$ cat config.mk
export PLATFORM = sky130hd
export DESIGN_NAME = day10_lane_dispatcher
export DESIGN_NICKNAME = d
export VERILOG_FILES = /design/src/rtl/day10_lane_dispatcher.sv
export SDC_FILE = /design/constraint.sdc
export NUM_CORES = 1
export LEC_CHECK = 0
export CAP_MARGIN = 20
export CORE_MARGIN = 2
export CORE_UTILIZATION = 30
export DETAILED_ROUTE_END_ITERATION = 16
export PLACE_DENSITY = 0.53
export SLEW_MARGIN = 10
export SYNTH_ARGS = -nofsm -noshare
export SYNTH_HDL_FRONTEND = slang
export SYNTH_SLANG_ARGS = --single-unit
export TNS_END_PERCENT = 5
$ cat constraint.sdc
create_clock -name clk -period 3.1 [get_ports clk]
set_input_delay 0.31 -clock clk [delete_from_list [all_inputs] [get_ports clk]]
set_output_delay 0.31 -clock clk [all_outputs]
set_load 0.01 [all_outputs]
$ cat src/rtl/day10_lane_dispatcher.sv
// Round-robin job dispatcher over NUM_LANES solver lanes with in-order result collection.
// Optional statistics counters are enabled by defining DAY10_DISPATCH_STATS_EN.
module day10_lane_dispatcher #(
    parameter int NUM_LANES = 4,
    parameter int JOB_W     = 64,
    parameter int RES_W     = 16,
    parameter int CNT_W     = 32
) (
    input  logic                               clk,
    input  logic                               rst_n,
    input  logic                               in_valid,
    output logic                               in_ready,
    input  logic [JOB_W-1:0]                   in_job,
    input  logic                               in_last,
    output logic [NUM_LANES-1:0]               lane_start,
    output logic [NUM_LANES*JOB_W-1:0]         lane_job,
    input  logic [NUM_LANES-1:0]               lane_done,
    input  logic [NUM_LANES*RES_W-1:0]         lane_result,
    output logic [NUM_LANES-1:0]               lane_ack,
    output logic                               out_valid,
    input  logic                               out_ready,
    output logic [RES_W-1:0]                   out_result,
    output logic                               out_last,
    output logic [$clog2(NUM_LANES+1)-1:0]     inflight,
    output logic                               done,
    output logic [CNT_W-1:0]                   stat_jobs,
    output logic [CNT_W-1:0]                   stat_stall
);

    localparam int PTR_W = (NUM_LANES > 1) ? $clog2(NUM_LANES) : 1;
    localparam int INF_W = $clog2(NUM_LANES+1);
    localparam logic [PTR_W-1:0] LAST_LANE = PTR_W'(NUM_LANES-1);

    typedef enum logic [1:0] {
        L_IDLE,
        L_START,
        L_BUSY,
        L_HELD
    } lane_state_t;

    lane_state_t             state_q [NUM_LANES];
    lane_state_t             state_d [NUM_LANES];
    logic [JOB_W-1:0]        job_q   [NUM_LANES];
    logic [RES_W-1:0]        res_q   [NUM_LANES];
    logic [NUM_LANES-1:0]    last_q;
    logic [NUM_LANES-1:0]    ack_q;
    logic [NUM_LANES-1:0]    capture;
    logic [PTR_W-1:0]        dp_q;
    logic [PTR_W-1:0]        cp_q;
    logic                    input_closed_q;
    logic                    live_q;
    logic                    done_q;
    logic                    accept;
    logic                    out_fire;

    // live_q keeps in_ready low while reset is held, so every output reads 0 in reset.
    always_comb begin
        in_ready   = live_q && !input_closed_q && (state_q[dp_q] == L_IDLE);
        out_valid  = (state_q[cp_q] == L_HELD);
        out_result = res_q[cp_q];
        out_last   = last_q[cp_q];
        accept     = in_valid && in_ready;
        out_fire   = out_valid && out_ready;
        done       = done_q;
        for (int unsigned i = 0; i < NUM_LANES; i++) begin
            capture[i] = (state_q[i] == L_BUSY) && lane_done[i];
        end
    end

    // Lane FSM state register
    always_ff @(posedge clk or negedge rst_n) begin
        if (!rst_n) begin
            for (int unsigned i = 0; i < NUM_LANES; i++) begin
                state_q[i] <= L_IDLE;
            end
        end else begin
            for (int unsigned i = 0; i < NUM_LANES; i++) begin
                state_q[i] <= state_d[i];
            end
        end
    end

    // Lane FSM next state
    always_comb begin
        for (int unsigned i = 0; i < NUM_LANES; i++) begin
            state_d[i] = state_q[i];
            case (state_q[i])
                L_IDLE:  if (accept && dp_q == PTR_W'(i)) state_d[i] = L_START;
                L_START: state_d[i] = L_BUSY;
                L_BUSY:  if (lane_done[i]) state_d[i] = L_HELD;
                L_HELD:  if (out_fire && cp_q == PTR_W'(i)) state_d[i] = L_IDLE;
                default: state_d[i] = L_IDLE;
            endcase
        end
    end

    // Lane FSM outputs
    always_comb begin
        lane_start = '0;
        lane_job   = '0;
        lane_ack   = ack_q;
        inflight   = '0;
        for (int unsigned i = 0; i < NUM_LANES; i++) begin
            lane_start[i]              = (state_q[i] == L_START);
            lane_job[i*JOB_W +: JOB_W] = job_q[i];
            if (state_q[i] != L_IDLE) begin
                inflight = inflight + INF_W'(1);
            end
        end
    end

    always_ff @(posedge clk or negedge rst_n) begin
        if (!rst_n) begin
            for (int unsigned i = 0; i < NUM_LANES; i++) begin
                job_q[i] <= '0;
                res_q[i] <= '0;
            end
            last_q <= '0;
            ack_q  <= '0;
        end else begin
            ack_q <= capture;
            for (int unsigned i = 0; i < NUM_LANES; i++) begin
                if (accept && dp_q == PTR_W'(i)) begin
                    job_q[i]  <= in_job;
                    last_q[i] <= in_last;
                end
                if (capture[i]) begin
                    res_q[i] <= lane_result[i*RES_W +: RES_W];
                end
            end
        end
    end

    always_ff @(posedge clk or negedge rst_n) begin
        if (!rst_n) begin
            dp_q           <= '0;
            cp_q           <= '0;
            input_closed_q <= 1'b0;
            live_q         <= 1'b0;
            done_q         <= 1'b0;
        end else begin
            live_q <= 1'b1;
            if (accept) begin
                dp_q <= (dp_q == LAST_LANE) ? '0 : dp_q + 1'b1;
                if (in_last) input_closed_q <= 1'b1;
            end
            if (out_fire) begin
                cp_q <= (cp_q == LAST_LANE) ? '0 : cp_q + 1'b1;
                if (out_last) done_q <= 1'b1;
            end
        end
    end

`ifdef DAY10_DISPATCH_STATS_EN
    logic [CNT_W-1:0] jobs_q;
    logic [CNT_W-1:0] stall_q;

    always_ff @(posedge clk or negedge rst_n) begin
        if (!rst_n) begin
            jobs_q  <= '0;
            stall_q <= '0;
        end else begin
            if (accept && jobs_q != '1) jobs_q <= jobs_q + 1'b1;
            if (in_valid && !in_ready && !input_closed_q && stall_q != '1) stall_q <= stall_q + 1'b1;
        end
    end

    assign stat_jobs  = jobs_q;
    assign stat_stall = stall_q;
`else
    assign stat_jobs  = '0;
    assign stat_stall = '0;
`endif

endmodule

==> metrics.csv <==
metric,value,unit
status,"complete, no violations",
crit end category,primary output,
Arrival @ worst endpoint,2600,ps
largest net degree at the start of global routing,71,
Max Cap Viol,0,
clk slew on worst S/H paths,50,ps
RSZ-0062 raised after global routing,false,
Post-DRT Antenna Nets,0,
crit path buf inv count,3,
Hold Fails Final Rpt,0,
DP Worst Slack,389,ps
antenna violations before repair,2,
maximum clock rate,344,MHz
Tightest Pin Transition,978,ps
"Seq/Total Area, Yosys",0.602,
vias per inst,4.41,
first-pass GRT wire length,61000,um
Final Util,0.438,
Row Count,79,
max_slew headroom,0.346,
Port-buffer cells,423,
"most used cell, CP",inv_1,
Final nets,1513,
minimum clock period,2910,ps
Placer Congestion,0.759,
worst min path class,in2async,
Die H,222,um
TritonCTS clock tree,done,
Critical Path Fanout Max,6,
Pre-antenna DRT Iters,4,
"most common cell after layout, fill and taps aside",clkdlybuf4s50_1,
htree depth,2,
Filler cells,4359,
vias in the first global route,9236,
compound-gate portion of the synthesized area,0.00842,
Clock Skew,20.6,ps
synth-to-layout area growth,43.4,%
Post-Synth Adder-Cell Area,0.0246,
DR vias,8770,
WS Path Type,reg2out,
CP peak stage delay,430,ps
Starting DRT DRC Count,365,
R2R Setup Slk,650,ps
ordered cell list for the critical path,inv_1 -> ha_2 -> inv_1 -> ha_4 -> xnor2_2 -> ha_1 -> mux2_2 -> dlygate4sd2_1,
DPL Wire Length,28900,um
synthesized area,14300,um^2
Post-Synth XOR/XNOR Area,0.00184,
R2R depth,7,
Clock Sinks,343,
starting density of the core,0.305,
Ports,488,
mux share of post-synthesis cell area,0.292,
Die Wd,222,um
final count of negative-setup-slack endpoints,0,
Crit path max-delay family,adder cells,
Total Routed Length,40300,um
clk buf depth,3,
Finished Layout Cells,1990,
synthesized instance count,898,
crit start category,register,
setup ws final,192,ps
GRT Total Usage,0.163,
post-synthesis register bit count,343,
simple-gate share of the synthesized area,0.0120,
total CTS buffers,42,
Yosys cell types,33,
Max rail drop VDD,0.565,mV
DRC,0,
post-route clock period utilization,0.938,
crit path from,state_q[4]$_DFFE_PN0P_,
CTS root buffer,clkbuf_16,
fraction of layout cells with a size suffix above 1,0.317,
Slowest cell on crit path,dfrtp_2,
P_leak,9.21,nW
Syn. warnings,0,
R2R Path Start,state_q[5]$_DFFE_PN0P_,
post-placement cell count,1909,
Die Area,49300,um^2
Setup TNS,0,ps
Crit Reg-Reg Endpoint,state_q[1]$_DFFE_PN0P_,
overflow left after global routing,0,
largest family of logic cells by synthesized area,multiplexers,
Worst EP required,2790,ps
syn_area_per_cell,15.9,um^2
most frequent cells in the layout,"clkdlybuf4s50_1, dfrtp_1, mux2_2",
PwrDens,1050,nW/um^2
WL/cell,20.3,um
worst skew pair latency,560,ps
max-slew violations,0,
CORE AREA,46800,um^2
per-layer routing:
layer / up-vias / GRT usage / part of all wire
li1: 3963 / - / -
met1: 4479 / 0.188 / 0.39
met2: 261 / 0.292 / 0.52
met3: 67 / 0.0428 / 0.059
met4: 0 / 0.0536 / 0.026
met5: - / 0 / 0
cells by family after synthesis:
kind of cell    after synthesis
xor+xnor                      3
buf+inv                     124
compound gates               16
flops                       343
mux                         350
other cells                   2
simple gates                 32
fa+ha+maj                    28
sequential cells by signal, indices dropped and copies added, names as in the netlist:
signal	flops
cp_q	2
res_q	64
lane_ack	4
dp_q	2
done	1
live_q	1
last_q	4
input_closed_q	1
lane_job	256
state_q	8
worst max-delay path by stage:
stage,to,cells after the start
finish,inflight[1],8
global route,inflight[1],9
CTS,inflight[1],8
detailed placement,inflight[1],8
global placement,inflight[2],9
floorplan,inflight[1],7
synthesized netlist by cell type (all sizes together):
cell type	number	area, um^2
dfrtp	343	8580
mux2	330	3720
buf	96	729
ha	28	350
inv	24	95.1
mux4	19	443
nand2	8	30.0
and2	6	37.5
nor2	6	22.5
clkbuf	4	15.0
a31oi	3	18.8
nand4	3	18.8
nor2b	3	18.8
o21ai	3	15.0
o32a	3	30.0
xnor2	3	26.3
a21o	2	15.0
a221oi	2	17.5
conb	2	7.51
nor3	2	10.0
a21oi	1	5.00
a222oi	1	10.0
a31o	1	8.76
and3	1	6.26
and4b	1	10.0
mux2i	1	10.0
nand3	1	10.0
nand3b	1	7.51
per-stage QoR:
stage / power (W) / area (um^2) / hold WS (ps)
after floorplan: 0.0117 / 14500 / 14.4
after global placement: 0.0167 / 19000 / 337
after detailed placement: 0.0169 / 19000 / 333
after CTS: 0.0219 / 20400 / 328
after global routing: 0.0228 / 20500 / 348
final: 0.0216 / 20500 / 308
where the power goes:
group | internal, W | total, W | switching (W)
clock | 0.00297 | 0.00490 | 0.00192
combinational | 0.00550 | 0.00913 | 0.00363
sequential | 0.00651 | 0.00754 | 0.00103
total | 0.0150 | 0.0216 | 0.00659
area by class of cell:
cell class	instances	area, um^2	share of cell area
inverters	24	95.1	0.00465
clock buffers	67	1270	0.0619
well taps	607	759	0.0371
diodes	2	5.00	0.000245
multi-input cells	494	5120	0.250
clock inverters	10	129	0.00630
flip-flops and latches	343	8590	0.420
repair buffers	443	4500	0.220
timing repair:
item,4_1_cts,5_1_grt
resized for setup,3,7
endpoints found under the hold margin,61,0
hold buffers,1,0
endpoints found under the setup margin,2,2
buffers inserted,0,1
(Power assumes the default switching activity.)
